**config.mk**
```make
export PLATFORM = sky130hd
export DESIGN_NAME = i2s_transmitter_flat
export DESIGN_NICKNAME = d
export VERILOG_FILES = /design/src/rtl/i2s_transmitter_if.sv /design/src/rtl/i2s_transmitter.sv /design/src/flat_wrapper.sv
export SDC_FILE = /design/constraint.sdc
export NUM_CORES = 1
export LEC_CHECK = 0
export CAP_MARGIN = 30
export CORE_MARGIN = 1
export CORE_UTILIZATION = 45
export DETAILED_ROUTE_END_ITERATION = 8
export PLACE_DENSITY_LB_ADDON = 0.12
export SYNTH_ARGS = -nofsm -noshare
export SYNTH_HDL_FRONTEND = slang
export SYNTH_SLANG_ARGS = --single-unit
```
**constraint.sdc**
```tcl
create_clock -name bclk -period 2.3 [get_ports bclk]
set_input_delay 0.69 -clock bclk [delete_from_list [all_inputs] [get_ports bclk]]
set_output_delay 0.69 -clock bclk [all_outputs]
set_load 0.01 [all_outputs]
```
**src/rtl/i2s_transmitter_if.sv**
```systemverilog
// Sample and serial-link signals between an audio source and the I2S transmitter.
// The source drives samples and mute; the transmitter drives the codec-facing pins.
interface i2s_transmitter_if #(
  parameter int BITSIZE = 24
);
  logic signed [BITSIZE-1:0] left_in;
  logic signed [BITSIZE-1:0] right_in;
  logic                      mute;
  logic                      lrclk;
  logic                      sdata;
  logic                      sample_strobe;

  modport master (
    output left_in, right_in, mute,
    input  lrclk, sdata, sample_strobe
  );

  modport slave (
    input  left_in, right_in, mute,
    output lrclk, sdata, sample_strobe
  );
endinterface

```
**src/rtl/i2s_transmitter.sv**
```systemverilog
// I2S serialiser: frame counter, word-clock generation, and coherent stereo sample latch.
// Every register updates on the falling edge of bclk so that the codec samples on rising edges.
module i2s_transmitter #(
  parameter int BITSIZE  = 24,
  parameter int SLOTBITS = 32
) (
  input logic          bclk,
  input logic          reset,
  i2s_transmitter_if.slave bus
);
  localparam int FRAMEBITS = 2 * SLOTBITS;
  localparam int CW        = $clog2(FRAMEBITS);
  localparam logic [CW-1:0] LAST_SLOT = CW'(FRAMEBITS - 1);
  localparam logic [CW-1:0] SLOT_C    = CW'(SLOTBITS);
  localparam logic [CW-1:0] BITS_C    = CW'(BITSIZE);

  logic [CW-1:0]      bitcnt_q, bitcnt_d;
  logic [CW-1:0]      slot_j;
  logic               lrclk_q, lrclk_d;
  logic               sdata_q, sdata_d;
  logic               strobe_q, strobe_d;
  logic [BITSIZE-1:0] shift_q, shift_d;
  logic [BITSIZE-1:0] hold_right_q, hold_right_d;

  // Outputs are computed from the slot being entered, so each pin is a plain flop.
  always_comb begin
    bitcnt_d     = (bitcnt_q == LAST_SLOT) ? '0 : bitcnt_q + 1'b1;
    slot_j       = (bitcnt_d >= SLOT_C) ? bitcnt_d - SLOT_C : bitcnt_d;
    lrclk_d      = (bitcnt_d >= SLOT_C);
    strobe_d     = (bitcnt_q == LAST_SLOT);
    sdata_d      = 1'b0;
    shift_d      = shift_q;
    hold_right_d = hold_right_q;
    if (bitcnt_q == LAST_SLOT) begin
      // Left goes straight into the shifter; right waits so both come from one instant.
      shift_d      = bus.mute ? '0 : bus.left_in;
      hold_right_d = bus.mute ? '0 : bus.right_in;
    end else if (bitcnt_d == SLOT_C) begin
      shift_d = hold_right_q;
    end else if (slot_j <= BITS_C) begin
      sdata_d = shift_q[BITSIZE-1];
      shift_d = {shift_q[BITSIZE-2:0], 1'b0};
    end
  end

  always_ff @(negedge bclk or posedge reset) begin
    if (reset) begin
      bitcnt_q     <= '0;
      lrclk_q      <= 1'b0;
      sdata_q      <= 1'b0;
      strobe_q     <= 1'b0;
      shift_q      <= '0;
      hold_right_q <= '0;
    end else begin
      bitcnt_q     <= bitcnt_d;
      lrclk_q      <= lrclk_d;
      sdata_q      <= sdata_d;
      strobe_q     <= strobe_d;
      shift_q      <= shift_d;
      hold_right_q <= hold_right_d;
    end
  end

  assign bus.lrclk         = lrclk_q;
  assign bus.sdata         = sdata_q;
  assign bus.sample_strobe = strobe_q;
endmodule

```
**src/flat_wrapper.sv**
```systemverilog
// flat-port wrapper written by rule: the top's interface ports become plain ports
module i2s_transmitter_flat 
#(
  parameter int BITSIZE  = 24,
  parameter int SLOTBITS = 32
)
  (bclk, reset, bus_left_in, bus_right_in, bus_mute, bus_lrclk, bus_sdata, bus_sample_strobe);
  i2s_transmitter_if #(.BITSIZE(BITSIZE)) bus_i ();
  input logic bclk;
  input logic reset;
  input wire logic [$bits(bus_i.left_in)-1:0] bus_left_in;
  input wire logic [$bits(bus_i.right_in)-1:0] bus_right_in;
  input wire logic [$bits(bus_i.mute)-1:0] bus_mute;
  output wire logic [$bits(bus_i.lrclk)-1:0] bus_lrclk;
  output wire logic [$bits(bus_i.sdata)-1:0] bus_sdata;
  output wire logic [$bits(bus_i.sample_strobe)-1:0] bus_sample_strobe;
  assign bus_i.left_in = bus_left_in;
  assign bus_i.right_in = bus_right_in;
  assign bus_i.mute = bus_mute;
  assign bus_lrclk = bus_i.lrclk;
  assign bus_sdata = bus_i.sdata;
  assign bus_sample_strobe = bus_i.sample_strobe;
  i2s_transmitter #(.BITSIZE(BITSIZE), .SLOTBITS(SLOTBITS)) u_core (.bclk(bclk), .reset(reset), .bus(bus_i));
endmodule
```
==> out/metrics.cfg <==
[clocking]
cts_tree=done
ctsHoldBuffers=0
clock_latency_ns=0.32
clockBufferDepth=2
cts_buffers=9
cts_max_level=3
clock_sinks=57
clk_pin_slew_ns=0.04
root_buffer=clkbuf_8

[drt]
avgRoutedWirePerCell_um=16.4
drt-initial-drc-count=155
wl_um=6960
drt-pass1-iter-count=4
vias_per_cell=5.64
vias=2399
drc=0
postRouteAntennaNets=0

[setup_path]
setup.worst_path.start=u_core.bus.sample_strobe
worst_ep_arrival_time_ns=1.97
max_stage_delay_ns=0.38
worstSetupEndpointType=output port
criticalPathCategory=reg -> out
reg2regPathDepth=7
critPathRequiredTime_ns=1.61
crit_path_max_fanout=1
rrSetupSlack_ns=0.22
crit_family=flip-flops
r2r_start=u_core.bitcnt_q[1]
path_cells=buf_2
worst-path-buf-inv=1
startpoint_type=register
path_depth=1
rr_endpoint=u_core.shift_q[8]
crit_path_end=bus_sample_strobe
crit_slowest_cell=dfrtn_1

[yosys]
synth.distinct_cells=45
synth_ff_type=dfrtn_1
syn-cell-area_mm2=0.00288
ys_warn_count=0
synth_compound_area_frac=0.205
seq_area_frac_synth=0.495
synth_commonest_cells=dfrtn_1, nand2_1, nand2b_1, nand3_1, o21ai_1
ys_ff_latch=57
synthXorXnorAreaFrac=0.00912
synthAdderAreaFrac=0.00868
avgSynthCellArea_um2=9.94
synth_edf_count=0
yosysMostFrequentCell=dfrtn_1
synth_top_area_frac=0.495
synthesis.nets=343
netlist.top_cell.by_area=dfrtn_1
async_flop_share=1.00
synth-simple-area-share=0.216
synthTopCellsByArea=dfrtn_1, a22oi_1, nand2b_1
synth_top_family_by_area=simple AND/OR/NAND/NOR gates
synth_cells=290
muxShareOfSynthArea=0

[power]
p_comb_frac=0.067
switching_share=0.202
power_density_mw_per_mm2=555
internal_power_w=0.00169
peakVddDrop_v=0.000376
p_switching_w=0.000426
clockPowerShare=0.454
p_leak_nw=1.59
p_seq_frac=0.479

[die]
die_w_um=82.0
core_mm2=0.00606
die_area_mm2=0.00673
io_pins=54
die_h_um=82.0
core.rowCount=28
start_util=0.475

[finish]
n_fill_cell=544
final_area_mm2=0.00380
synthToLayoutAreaGrowth_pct=32.0
regArea_mm2=0.00143
nets=398
n_antenna_cell=0
multi_input_area_mm2=0.00141
drive_above_1_share=0.211

[timing]
report.final.setup_viol=3
finalSetupTns_ns=-1.06
slew_viol_final=0
rsz0062_at_grt=true
worst_slew_pin_slew_ns=0.525
maxSlewHeadroom=0.649
post-route-worst-setup-slack_ns=-0.361
final-hold-violation-count=0
final.setup_skew_ns=0.00455

[place]
post_dp_cell_area_mm2=0.00355
dp_hpwl_um=4560
port_buffers=53
globalplace.congestion=0.816

[global_route]
grt_pass1_vias=2346
grt_max_degree=39
grt_pass1_wl_um=11500
antenna_found_initial=0
grt_remaining_overflow=0
grtUsageTotal=0.231

[run_status]
outcome=finished, violations left
violations=negative setup slack

[hold_path]
hold_class=reg -> reg

[flow_run]
cap_violations=0

[per-stage QoR]
stage,instances,util,hold WS [ns],setup WS (ns),power (W)
6_report,425,0.628,0.441,-0.361,0.00211
5_1_grt,425,0.628,0.464,-0.417,0.00220
4_1_cts,424,0.624,0.442,-0.379,0.00213
3_5_place_dp,403,0.586,0.439,-0.981,0.00118
3_3_place_gp,403,0.586,0.432,-0.947,0.00118
2_1_floorplan,290,-,0.416,-0.0923,0.00106
[layout make-up]
type / instances / share of cell area
repair buffers: 68 / 0.171
inverters: 4 / 0.00493
clock inverters: 2 / 0.00921
flip-flops and latches: 57 / 0.375
multi-input cells: 205 / 0.370
well taps: 75 / 0.0247
clock buffers: 14 / 0.0454
[cells in the final DEF, fill, tap and decap left out, types with 3 or more instances in the layout]
cell | netlist | layout
dfrtn_1 | 57 | 57
a22oi_2 | 1 | 19
dlygate4sd2_1 | 0 | 23
o21ai_1 | 23 | 23
buf_2 | 3 | 3
nor2_4 | 1 | 3
a22oi_1 | 21 | 3
nor3_1 | 21 | 21
nand3_1 | 24 | 24
nand2b_1 | 24 | 24
clkdlybuf4s50_1 | 0 | 26
buf_12 | 0 | 3
a31oi_1 | 21 | 21
clkbuf_8 | 0 | 12
nand2_1 | 29 | 29
buf_4 | 5 | 11
[sequential cells by signal, indices dropped and copies added (netlist names)]
signal                    flops
u_core.hold_right_q          24
u_core.bitcnt_q               6
u_core.shift_q               24
u_core.bus.sample_strobe      1
u_core.bus.lrclk              1
u_core.bus.sdata              1
[metal layers]
| metal | part of all wire | vias to the layer above | track usage |
|---|---|---|---|
| met1 | 0.46 | 1149 | 0.320 |
| met2 | 0.47 | 82 | 0.350 |
| met3 | 0.058 | 4 | 0.0711 |
| met5 | 0 | - | 0 |
| met4 | 0.0039 | 0 | 0.0561 |
| li1 | - | 1164 | - |
[what timing repair did]
item,CTS,global route
cloned,2,1
buffers inserted,3,0
pin swaps,31,1
endpoints found under the setup margin,51,26
resized for setup,48,3
[worst min path at each step]
stage	start	to	slack, ns	cells after the start
3_3_place_gp	u_core.hold_right_q[21]	u_core.hold_right_q[21]	0.43	2
2_1_floorplan	u_core.hold_right_q[1]	u_core.hold_right_q[1]	0.42	2
4_1_cts	u_core.hold_right_q[20]	u_core.hold_right_q[20]	0.44	2
5_1_grt	u_core.hold_right_q[21]	u_core.hold_right_q[21]	0.46	2
6_report	u_core.hold_right_q[20]	u_core.hold_right_q[20]	0.44	2
3_5_place_dp	u_core.hold_right_q[21]	u_core.hold_right_q[21]	0.44	2
[power by group through the flow]
stage                     clock, W  sequential (W)  combinational [W]
after floorplan                  0         0.00103          0.0000359
after global placement           0         0.00103           0.000151
after detailed placement         0         0.00103           0.000151
after CTS                 0.000979         0.00101           0.000142
after global routing       0.00104         0.00101           0.000154
final                     0.000960         0.00101           0.000141
[kinds of logic (layout without fill, tap and decap cells)]
kind of cell    after synthesis  count (layout)
compound gates               82              83
buf+inv                      31              88
simple gates                115             117
fa+ha+maj                     2               2
flops                        57              57
xor+xnor                      3               3
Note: power is estimated with default switching activity, not from simulation.
